**src/rtl/change_event_arbiter_if.sv**
```systemverilog
// Event port bundle between the change-event arbiter and its status inputs and consumer.
// The master side is the arbiter; the slave side drives the monitored signals and consumes events.
interface change_event_arbiter_if #(
    parameter int NUM_CH = 8,
    parameter int IDX_W  = $clog2(NUM_CH)
);
    logic [NUM_CH-1:0] sig;
    logic [NUM_CH-1:0] ch_en;
    logic              evt_valid;
    logic              evt_ready;
    logic [IDX_W-1:0]  evt_ch;
    logic              evt_rise;
    logic [NUM_CH-1:0] overflow;
    logic [NUM_CH-1:0] overflow_clr;

    modport master (
        input  sig, ch_en, evt_ready, overflow_clr,
        output evt_valid, evt_ch, evt_rise, overflow
    );

    modport slave (
        output sig, ch_en, evt_ready, overflow_clr,
        input  evt_valid, evt_ch, evt_rise, overflow
    );
endinterface

```
**src/rtl/change_event_arbiter.sv**
```systemverilog
// Detects level changes on NUM_CH inputs, holds one pending event per channel and
// serialises them round-robin onto a single valid/ready event port.
module change_event_arbiter #(
    parameter int NUM_CH = 8,
    parameter int IDX_W  = $clog2(NUM_CH)
) (
    input  logic                  clk,
    input  logic                  rst,
    change_event_arbiter_if.master bus
);
    typedef enum logic {EMPTY, OFFER} state_t;

    state_t            state_reg, state_next;
    logic [NUM_CH-1:0] prev;
    logic [NUM_CH-1:0] pending;
    logic [NUM_CH-1:0] pend_rise;
    logic [NUM_CH-1:0] overflow_q;
    logic [NUM_CH-1:0] chg;
    logic [NUM_CH-1:0] req;
    logic [NUM_CH-1:0] load_sel;
    logic [IDX_W-1:0]  rr_ptr_reg;
    logic [IDX_W-1:0]  evt_ch_reg;
    logic              evt_rise_reg;
    logic [IDX_W-1:0]  arb_ptr;
    logic [IDX_W-1:0]  win_idx;
    logic              found;
    logic              any_req;
    logic              handshake;
    logic              load;

    assign chg       = bus.sig ^ prev;
    // A disabled channel is being dropped on this edge, so it must not win arbitration.
    assign req       = pending & bus.ch_en;
    assign any_req   = |req;
    assign handshake = (state_reg == OFFER) && bus.evt_ready;

    // Back-to-back loads arbitrate from the pointer as it will be after this handshake.
    assign arb_ptr = handshake
                   ? ((evt_ch_reg == IDX_W'(NUM_CH - 1)) ? '0 : evt_ch_reg + IDX_W'(1))
                   : rr_ptr_reg;

    always_comb begin
        win_idx = '0;
        found   = 1'b0;
        for (int k = 0; k < NUM_CH; k++) begin
            if (!found && req[(int'(arb_ptr) + k) % NUM_CH]) begin
                found   = 1'b1;
                win_idx = IDX_W'((int'(arb_ptr) + k) % NUM_CH);
            end
        end
    end

    always_comb begin
        state_next = state_reg;
        load       = 1'b0;
        case (state_reg)
            EMPTY: begin
                if (any_req) begin
                    load       = 1'b1;
                    state_next = OFFER;
                end
            end
            OFFER: begin
                if (handshake) begin
                    if (any_req) begin
                        load = 1'b1;
                    end else begin
                        state_next = EMPTY;
                    end
                end
            end
            default: state_next = EMPTY;
        endcase
    end

    assign load_sel = load ? (NUM_CH'(1) << win_idx) : '0;

    always_ff @(posedge clk or posedge rst) begin
        if (rst) begin
            state_reg <= EMPTY;
        end else begin
            state_reg <= state_next;
        end
    end

    always_ff @(posedge clk or posedge rst) begin
        if (rst) begin
            rr_ptr_reg   <= '0;
            evt_ch_reg   <= '0;
            evt_rise_reg <= 1'b0;
        end else begin
            if (handshake) begin
                rr_ptr_reg <= arb_ptr;
            end
            if (load) begin
                evt_ch_reg   <= win_idx;
                evt_rise_reg <= pend_rise[win_idx];
            end
        end
    end

    genvar gi;
    generate
        for (gi = 0; gi < NUM_CH; gi++) begin : g_ch
            logic prev_reg;
            logic pending_reg;
            logic rise_reg;
            logic ovf_reg;
            logic ovf_set;

            // A change on a bit being loaded this edge is a fresh event, not a lost one.
            assign ovf_set = bus.ch_en[gi] & chg[gi] & pending_reg & ~load_sel[gi];

            always_ff @(posedge clk or posedge rst) begin
                if (rst) begin
                    prev_reg    <= 1'b0;
                    pending_reg <= 1'b0;
                    rise_reg    <= 1'b0;
                    ovf_reg     <= 1'b0;
                end else begin
                    prev_reg <= bus.sig[gi];
                    ovf_reg  <= (ovf_reg & ~bus.overflow_clr[gi]) | ovf_set;
                    if (!bus.ch_en[gi]) begin
                        pending_reg <= 1'b0;
                    end else if (chg[gi]) begin
                        pending_reg <= 1'b1;
                        rise_reg    <= bus.sig[gi];
                    end else if (load_sel[gi]) begin
                        pending_reg <= 1'b0;
                    end
                end
            end

            assign prev[gi]       = prev_reg;
            assign pending[gi]    = pending_reg;
            assign pend_rise[gi]  = rise_reg;
            assign overflow_q[gi] = ovf_reg;
        end
    endgenerate

    assign bus.evt_valid = (state_reg == OFFER);
    assign bus.evt_ch    = evt_ch_reg;
    assign bus.evt_rise  = evt_rise_reg;
    assign bus.overflow  = overflow_q;
endmodule

```
**src/flat_wrapper.sv**
```systemverilog
// flat-port wrapper written by rule: the top's interface ports become plain ports
module change_event_arbiter_flat 
#(
    parameter int NUM_CH = 8,
    parameter int IDX_W  = $clog2(NUM_CH)
)
  (clk, rst, bus_sig, bus_ch_en, bus_evt_ready, bus_overflow_clr, bus_evt_valid, bus_evt_ch, bus_evt_rise, bus_overflow);
  change_event_arbiter_if #(.NUM_CH(NUM_CH), .IDX_W(IDX_W)) bus_i ();
  input  logic clk;
  input  logic rst;
  input wire logic [$bits(bus_i.sig)-1:0] bus_sig;
  input wire logic [$bits(bus_i.ch_en)-1:0] bus_ch_en;
  input wire logic [$bits(bus_i.evt_ready)-1:0] bus_evt_ready;
  input wire logic [$bits(bus_i.overflow_clr)-1:0] bus_overflow_clr;
  output wire logic [$bits(bus_i.evt_valid)-1:0] bus_evt_valid;
  output wire logic [$bits(bus_i.evt_ch)-1:0] bus_evt_ch;
  output wire logic [$bits(bus_i.evt_rise)-1:0] bus_evt_rise;
  output wire logic [$bits(bus_i.overflow)-1:0] bus_overflow;
  assign bus_i.sig = bus_sig;
  assign bus_i.ch_en = bus_ch_en;
  assign bus_i.evt_ready = bus_evt_ready;
  assign bus_i.overflow_clr = bus_overflow_clr;
  assign bus_evt_valid = bus_i.evt_valid;
  assign bus_evt_ch = bus_i.evt_ch;
  assign bus_evt_rise = bus_i.evt_rise;
  assign bus_overflow = bus_i.overflow;
  change_event_arbiter #(.NUM_CH(NUM_CH), .IDX_W(IDX_W)) u_core (.clk(clk), .rst(rst), .bus(bus_i));
endmodule
```
**config.mk**
```make
export PLATFORM = sky130hd
export DESIGN_NAME = change_event_arbiter_flat
export DESIGN_NICKNAME = d
export VERILOG_FILES = /design/src/rtl/change_event_arbiter_if.sv /design/src/rtl/change_event_arbiter.sv /design/src/flat_wrapper.sv
export SDC_FILE = /design/constraint.sdc
export NUM_CORES = 1
export LEC_CHECK = 0
export CAP_MARGIN = 20
export CORE_ASPECT_RATIO = 1.75
export CORE_MARGIN = 1.5
export CORE_UTILIZATION = 31
export CTS_BUF_LIST = sky130_fd_sc_hd__clkbuf_8
export DETAILED_ROUTE_END_ITERATION = 8
export PLACE_DENSITY = 0.53
export REMOVE_ABC_BUFFERS = 1
export SYNTH_ARGS = -nofsm -noshare
export SYNTH_HDL_FRONTEND = slang
export SYNTH_SLANG_ARGS = --single-unit
export TNS_END_PERCENT = 1
```
**constraint.sdc**
```tcl
create_clock -name clk -period 4.4 [get_ports clk]
set_input_delay 0.88 -clock clk [delete_from_list [all_inputs] [get_ports clk]]
set_output_delay 0.88 -clock clk [all_outputs]
set_load 0.01 [all_outputs]
```
==> results.cfg, run 1 <==
[floorplanning]
die_area_um2 = 9814
die_w_um = 75.53
io_pins = 40
die_h_um = 129.9
core_um2 = 8979
floorplan.initialDensity = 0.3179
row_count = 46

[timing]
fmaxAchievable_mhz = 232.3
drv_slew = 0
hold_violations = 0
skew_ns = 0.007204
relSlewSlack = 0.6128
finalSetupViolations = 0
min_period_ns = 4.305
fin_crit_sh = 0.9784
max_slew.worst_pin.slew_ns = 0.5770
rsz0062_at_grt = true
fin_setup_tns_ns = 0

[logic_synthesis]
synth_area_um2 = 2854
ys.flop_type = dfrtp_1
synth.top_cell.area_share = 0.3507
synth.top_cells.by_area = dfrtp_1 (35%), a21oi_1 (4.6%), o21ai_0 (4.2%)
ys_seq_elements = 40
synth_edf_count = 0
yosys.area.top_type = dfrtp_1
synth_cell_types = 61
ys_seq_area_frac = 0.3507
async_reset_ff_frac = 1.000
ys_warn_count = 0
synth_area_per_cell_um2 = 8.781
synth_cells = 325

[layout]
fill_cells = 936
final_cells = 547
area_delta_synth_final_pct = 39.06
final_common_cell = buf_4
design_area_um2 = 3969
antenna_cells = 0
drive_gt1_frac = 0.2646
layout_common_cells = buf_4 (72), dfrtp_1 (40), clkdlybuf4s50_1 (39), nand2_1 (28), a21oi_1 (26)
final_nets = 457

[place]
dp_hpwl_mm = 7.467
place_area_um2 = 3814
globalplace.congestion = 0.8548
port_buffers = 39
dp_cells = 537

[worst_setup_path]
required_ns = 4.56
path_buf_inv = 2
endpoint_kind = register
critical_path.top_delay_family = simple AND/OR/NAND/NOR gates
reg2reg_slack_ns = 0.40
startpoint_type = primary input
worstPathArrival_ns = 4.46
critPathSlowestCell = or4_1
cp_max_fo = 9
slowest_delay_ns = 0.62
crit_chain = clkdlybuf4s50_1 -> a21boi_2 -> buf_4 -> nor3_1 -> a2111oi_2 -> or4_1 -> o211ai_1 -> nor4_1 -> a211o_1 -> nor2_8 -> mux2_2 -> nor3b_2 -> o41ai_2
crit_type = primary input to register

[detailed_routing]
drc = 0
finalWirelength_mm = 9.140
via_per_inst = 5.250
drt_iter0_drc = 132
detail_route.wl_per_cell_um = 16.71
first_pass_iters = 4
antenna_left = 0
vias = 2872

[run]
drv_cap = 0

[grt]
grt_pass1_wl_mm = 14.75
grt_start_max_net_pins = 41
grt_overflow_total = 0
grt_pass1_vias = 2925
grt_usage = 0.2018
antenna_found_initial = 0

[power]
ir_drop_mv = 0.3791
total_power_w = 0.003715
p_leak_nw = 1.700
p_per_area_nw_per_um2 = 936.1

[run_status]
outcome = complete, no violations

[clocking]
cts.sinks = 40
clk_pin_slew_ns = 0.07
ctsHoldBuffers = 0
numCtsBuffers = 5
cts_buffer_depth = 2
cts-root-buf = clkbuf_8
htreeDepth = 2
cts_tree = built
clk_latency_ns = 0.30

[min_path]
hold_path.class = register to register
[cells in the mapped netlist (5+ instances only)]
library cell	count
dfrtp_1	40
nand2_1	28
a21oi_1	26
o21ai_0	24
nor2_1	21
inv_1	19
nor3_1	14
xnor2_1	10
a2111oi_0	8
buf_4	8
a211oi_1	7
and2_1	7
nand4_1	6
o32ai_1	6
a21o_1	5
nand3_1	5
o211ai_1	5
[final cells by class]
type	instances	area [um2]	area share
sequential	40	1001	0.2522
timing repair buffer	111	930.9	0.2346
tap	120	150.1	0.03783
clock inverter	2	10.01	0.002522
clock buffer	6	82.58	0.02081
multi-input combinational	246	1712	0.4313
inverter	22	82.58	0.02081
[worst register-to-register path, cell delays in order (launching register included)]
cell       delay [ns]
dfrtp_1          0.39
ha_1             0.20
ha_1             0.20
and4bb_4         0.34
nor2_1           0.09
inv_2            0.15
a2111oi_0        0.13
buf_4            0.16
or4_1            0.55
o211ai_1         0.23
nor4_1           0.12
a211o_1          0.40
nor2_8           0.20
mux2_2           0.36
nor3b_2          0.22
o41ai_2          0.10
[cells by family (layout without fill, tap and decap cells)]
| group | Yosys count | after routing | share of synthesized area |
|---|---|---|---|
| AO/OA/AOI/OAI | 110 | 110 | 0.2630 |
| buffers and inverters | 39 | 141 | 0.06620 |
| flip-flops | 40 | 40 | 0.3507 |
| XOR/XNOR | 11 | 11 | 0.03376 |
| adder cells (fa/ha/maj) | 4 | 4 | 0.01754 |
| AND/OR/NAND/NOR | 109 | 109 | 0.2047 |
| multiplexers | 12 | 12 | 0.06401 |
[through the flow]
stage,util,setup slack [ns],hold WS [ns]
after CTS,0.4351,0.1085,0.4894
after floorplan,-,0.1976,0.4554
after global routing,0.4420,-0.08804,0.4960
final,0.4420,0.09505,0.4840
after detailed placement,0.4247,-0.2069,0.4788
after global placement,0.4247,-0.1743,0.4625
[path summary, 6_finish.rpt]
check / startpoint / endpoint / cells after the start
min in group asynchronous: rst / u_core.g_ch[7].prev_reg$_DFF_PP0_ / 3
setup reg to reg: u_core.bus.evt_ch[0]$_DFFE_PP0P_ / u_core.bus.evt_rise$_DFFE_PP0P_ / 15
setup / recovery: bus_evt_ready / u_core.bus.evt_rise$_DFFE_PP0P_ / 13
hold / removal: u_core.g_ch[6].prev_reg$_DFF_PP0_ / u_core.g_ch[6].rise_reg$_DFFE_PP0P_ / 1
max in group asynchronous: rst / u_core.g_ch[2].ovf_reg$_DFF_PP0_ / 3
hold reg to reg: u_core.g_ch[6].prev_reg$_DFF_PP0_ / u_core.g_ch[6].rise_reg$_DFFE_PP0P_ / 1
[layer usage]
layer  share of wire  track usage
met3           0.021      0.01776
met4           0.053       0.1197
met1            0.36       0.2155
met5               0            0
met2            0.56       0.3695
[what timing repair did]
| action | in CTS | in global routing |
|---|---|---|
| setup buffers | 0 | 2 |
| endpoints found under the hold margin | 0 | 0 |
| gates resized for setup | 0 | 11 |
| setup endpoints to repair | 0 | 17 |
[power by group]
part	internal, W	switching (W)
registers	0.000451	0.0000536
logic	0.00139	0.00156
clock network	0.000125	0.000133
total	0.00197	0.00175
(Power assumes the default switching activity.)
==> run 2, diff against run 1 <==
Settings changed: DONT_BUFFER_PORTS set to 1, PLACE_DENSITY 0.53 to 0.48.
==> run 2 against run 1 <==
Flip-flop and latch count is the same. Clock power is 28% higher. First-iteration DRC count down 17%. Global-route usage fell by 2.2 points. Largest power group unchanged. Total power shrank 18%. Core utilization is 9.0 points lower. Sequential power up 5.5%. Maximum frequency up 3.4%. Worst setup slack better by 0.14 ns.
==> results.cfg, run 2 (synthesized netlist as in run 1, its figures left out) <==
[worst_setup_path]
required_ns = 4.56
slowest_delay_ns = 0.50
worstPathArrival_ns = 4.32
critPathSlowestCell = a2111oi_1
startpoint_type = register
path_buf_inv = 1
crit_type = register to register
crit_chain = ha_1 -> ha_1 -> and3_1 -> nor2_4 -> inv_2 -> a2111oi_1 -> or4_1 -> o211ai_1 -> nor4_1 -> a211o_1 -> nor2_8 -> mux2_1 -> o22ai_1 -> o41ai_2
critical_path.top_delay_family = compound AO/OA/AOI/OAI gates
cp_max_fo = 10
cpMostUsedCell = ha_1
endpoint_kind = register

[place]
dp_hpwl_mm = 6.531
globalplace.congestion = 0.8997
dp_cells = 442
place_area_um2 = 3003
port_buffers = 0
pre_cts_ws_ns = 0.1763

[timing]
max_slew.worst_pin.slew_ns = 0.6394
fmaxAchievable_mhz = 240.1
min_period_ns = 4.165
rsz0062_at_grt = false
skew_ns = 0.009799
fin_ws_ns = 0.2350
hold_violations = 0
finalSetupViolations = 0
relSlewSlack = 0.5698
fin_setup_tns_ns = 0
fin_crit_sh = 0.9466
drv_slew = 0

[run_status]
outcome = complete, no violations

[power]
power.switching_w = 0.001524
p_leak_nw = 1.282
internal-power_w = 0.001516
ir_drop_mv = 0.4237
clockPowerShare = 0.109
p_per_area_nw_per_um2 = 960.8
comb_power_share = 0.716
power_frac_seq = 0.175
swShare = 0.5013

[floorplanning]
die_area_um2 = 9814
die_h_um = 129.9
io_pins = 40
floorplan.initialDensity = 0.3179
die_w_um = 75.53
row_count = 46
core_um2 = 8979

[detailed_routing]
via_per_inst = 5.493
finalWirelength_mm = 8.180
met1Wirelength_mm = 2.986
drc = 0
top_layer = met4
first_pass_iters = 4
antenna_left = 0
drt_iter0_drc = 109
wl_met3_um = 266
wl_met2_mm = 4.561
detail_route.wl_per_cell_um = 18.02
vias = 2494

[grt]
antenna_found_initial = 0
grt_pass1_wl_mm = 13.19
grt_pass1_vias = 2548
grt_start_max_net_pins = 41
grt_overflow_total = 0
grt_usage = 0.1799

[layout]
final_cells = 454
antenna_cells = 0
fin_util = 0.3524
final_common_cell = dfrtp_1
area_delta_synth_final_pct = 10.87
design_area_um2 = 3164
layout_common_cells = dfrtp_1 (40), nand2_1 (28), a21oi_1 (26), o21ai_0 (24), nor2_1 (21)
drive_gt1_frac = 0.1587
final_nets = 364

[clocking]
cts.sinks = 40
cts_buffer_depth = 2
htreeDepth = 2
cts_tree = built
numCtsBuffers = 5
cts-root-buf = clkbuf_8
clk_pin_slew_ns = 0.08
clk_latency_ns = 0.30

[min_path]
hold_path.class = register to register

[run]
drv_cap = 0
run 2: cell count changes in the layout (fill, tap and decap cells not counted), moves of 2 or more:
cell	before	now
a2111oi_2	3	0
clkinv_2	2	0
buf_4	72	18
clkdlybuf4s50_1	39	0
a2111oi_1	1	4
run 2: what timing repair did:
| item | CTS | global route |
|---|---|---|
| buffers inserted | 0 | 4 |
| setup endpoints to repair | 0 | 6 |
| gates resized for setup | 0 | 4 |
| hold buffers | 0 | 0 |
run 2: cell type report:
cell class / instances / area (um2)
flip-flops and latches: 40 / 1001
multi-input cells: 246 / 1669
clock buffers: 7 / 96.34
well taps: 120 / 150.1
fillers: 989 / 5814
inverters: 22 / 82.58
clock inverters: 1 / 30.03
repair buffers: 18 / 135.1
run 2: final timing paths:
kind | from | endpoint | slack [ns] | cells past startpoint
setup / recovery | u_core.bus.evt_ch[0]$_DFFE_PP0P_ | u_core.bus.evt_rise$_DFFE_PP0P_ | 0.23 | 14
hold / removal | u_core.g_ch[6].prev_reg$_DFF_PP0_ | u_core.g_ch[6].rise_reg$_DFFE_PP0P_ | 0.48 | 1
setup reg to reg | u_core.bus.evt_ch[0]$_DFFE_PP0P_ | u_core.bus.evt_rise$_DFFE_PP0P_ | 0.23 | 14
hold reg to reg | u_core.g_ch[6].prev_reg$_DFF_PP0_ | u_core.g_ch[6].rise_reg$_DFFE_PP0P_ | 0.48 | 1
max in group asynchronous | rst | u_core.g_ch[0].rise_reg$_DFFE_PP0P_ | 3.45 | 2
min in group asynchronous | rst | u_core.g_ch[6].ovf_reg$_DFF_PP0_ | 0.57 | 2
run 2: stage by stage:
| stage | total power (W) | hold WS [ns] |
|---|---|---|
| floorplan | 0.002061 | 0.4554 |
| global placement | 0.002671 | 0.4657 |
| detailed placement | 0.002679 | 0.4751 |
| CTS | 0.003022 | 0.4876 |
| global route | 0.003285 | 0.5127 |
| finish | 0.003040 | 0.4842 |
run 2: power by group through the flow:
stage                     sequential, W  clock (W)  combinational (W)
after floorplan                0.000520          0            0.00154
after global placement         0.000543          0            0.00213
after detailed placement       0.000543          0            0.00214
after CTS                      0.000536   0.000344            0.00214
after global routing           0.000546   0.000354            0.00239
final                          0.000533   0.000331            0.00218
run 2: per-layer routing:
layer	global-route usage	vias to the layer above
met5	0	-
met1	0.1960	1187
met3	0.02625	27
met2	0.3225	61
li1	-	1219
met4	0.09769	0
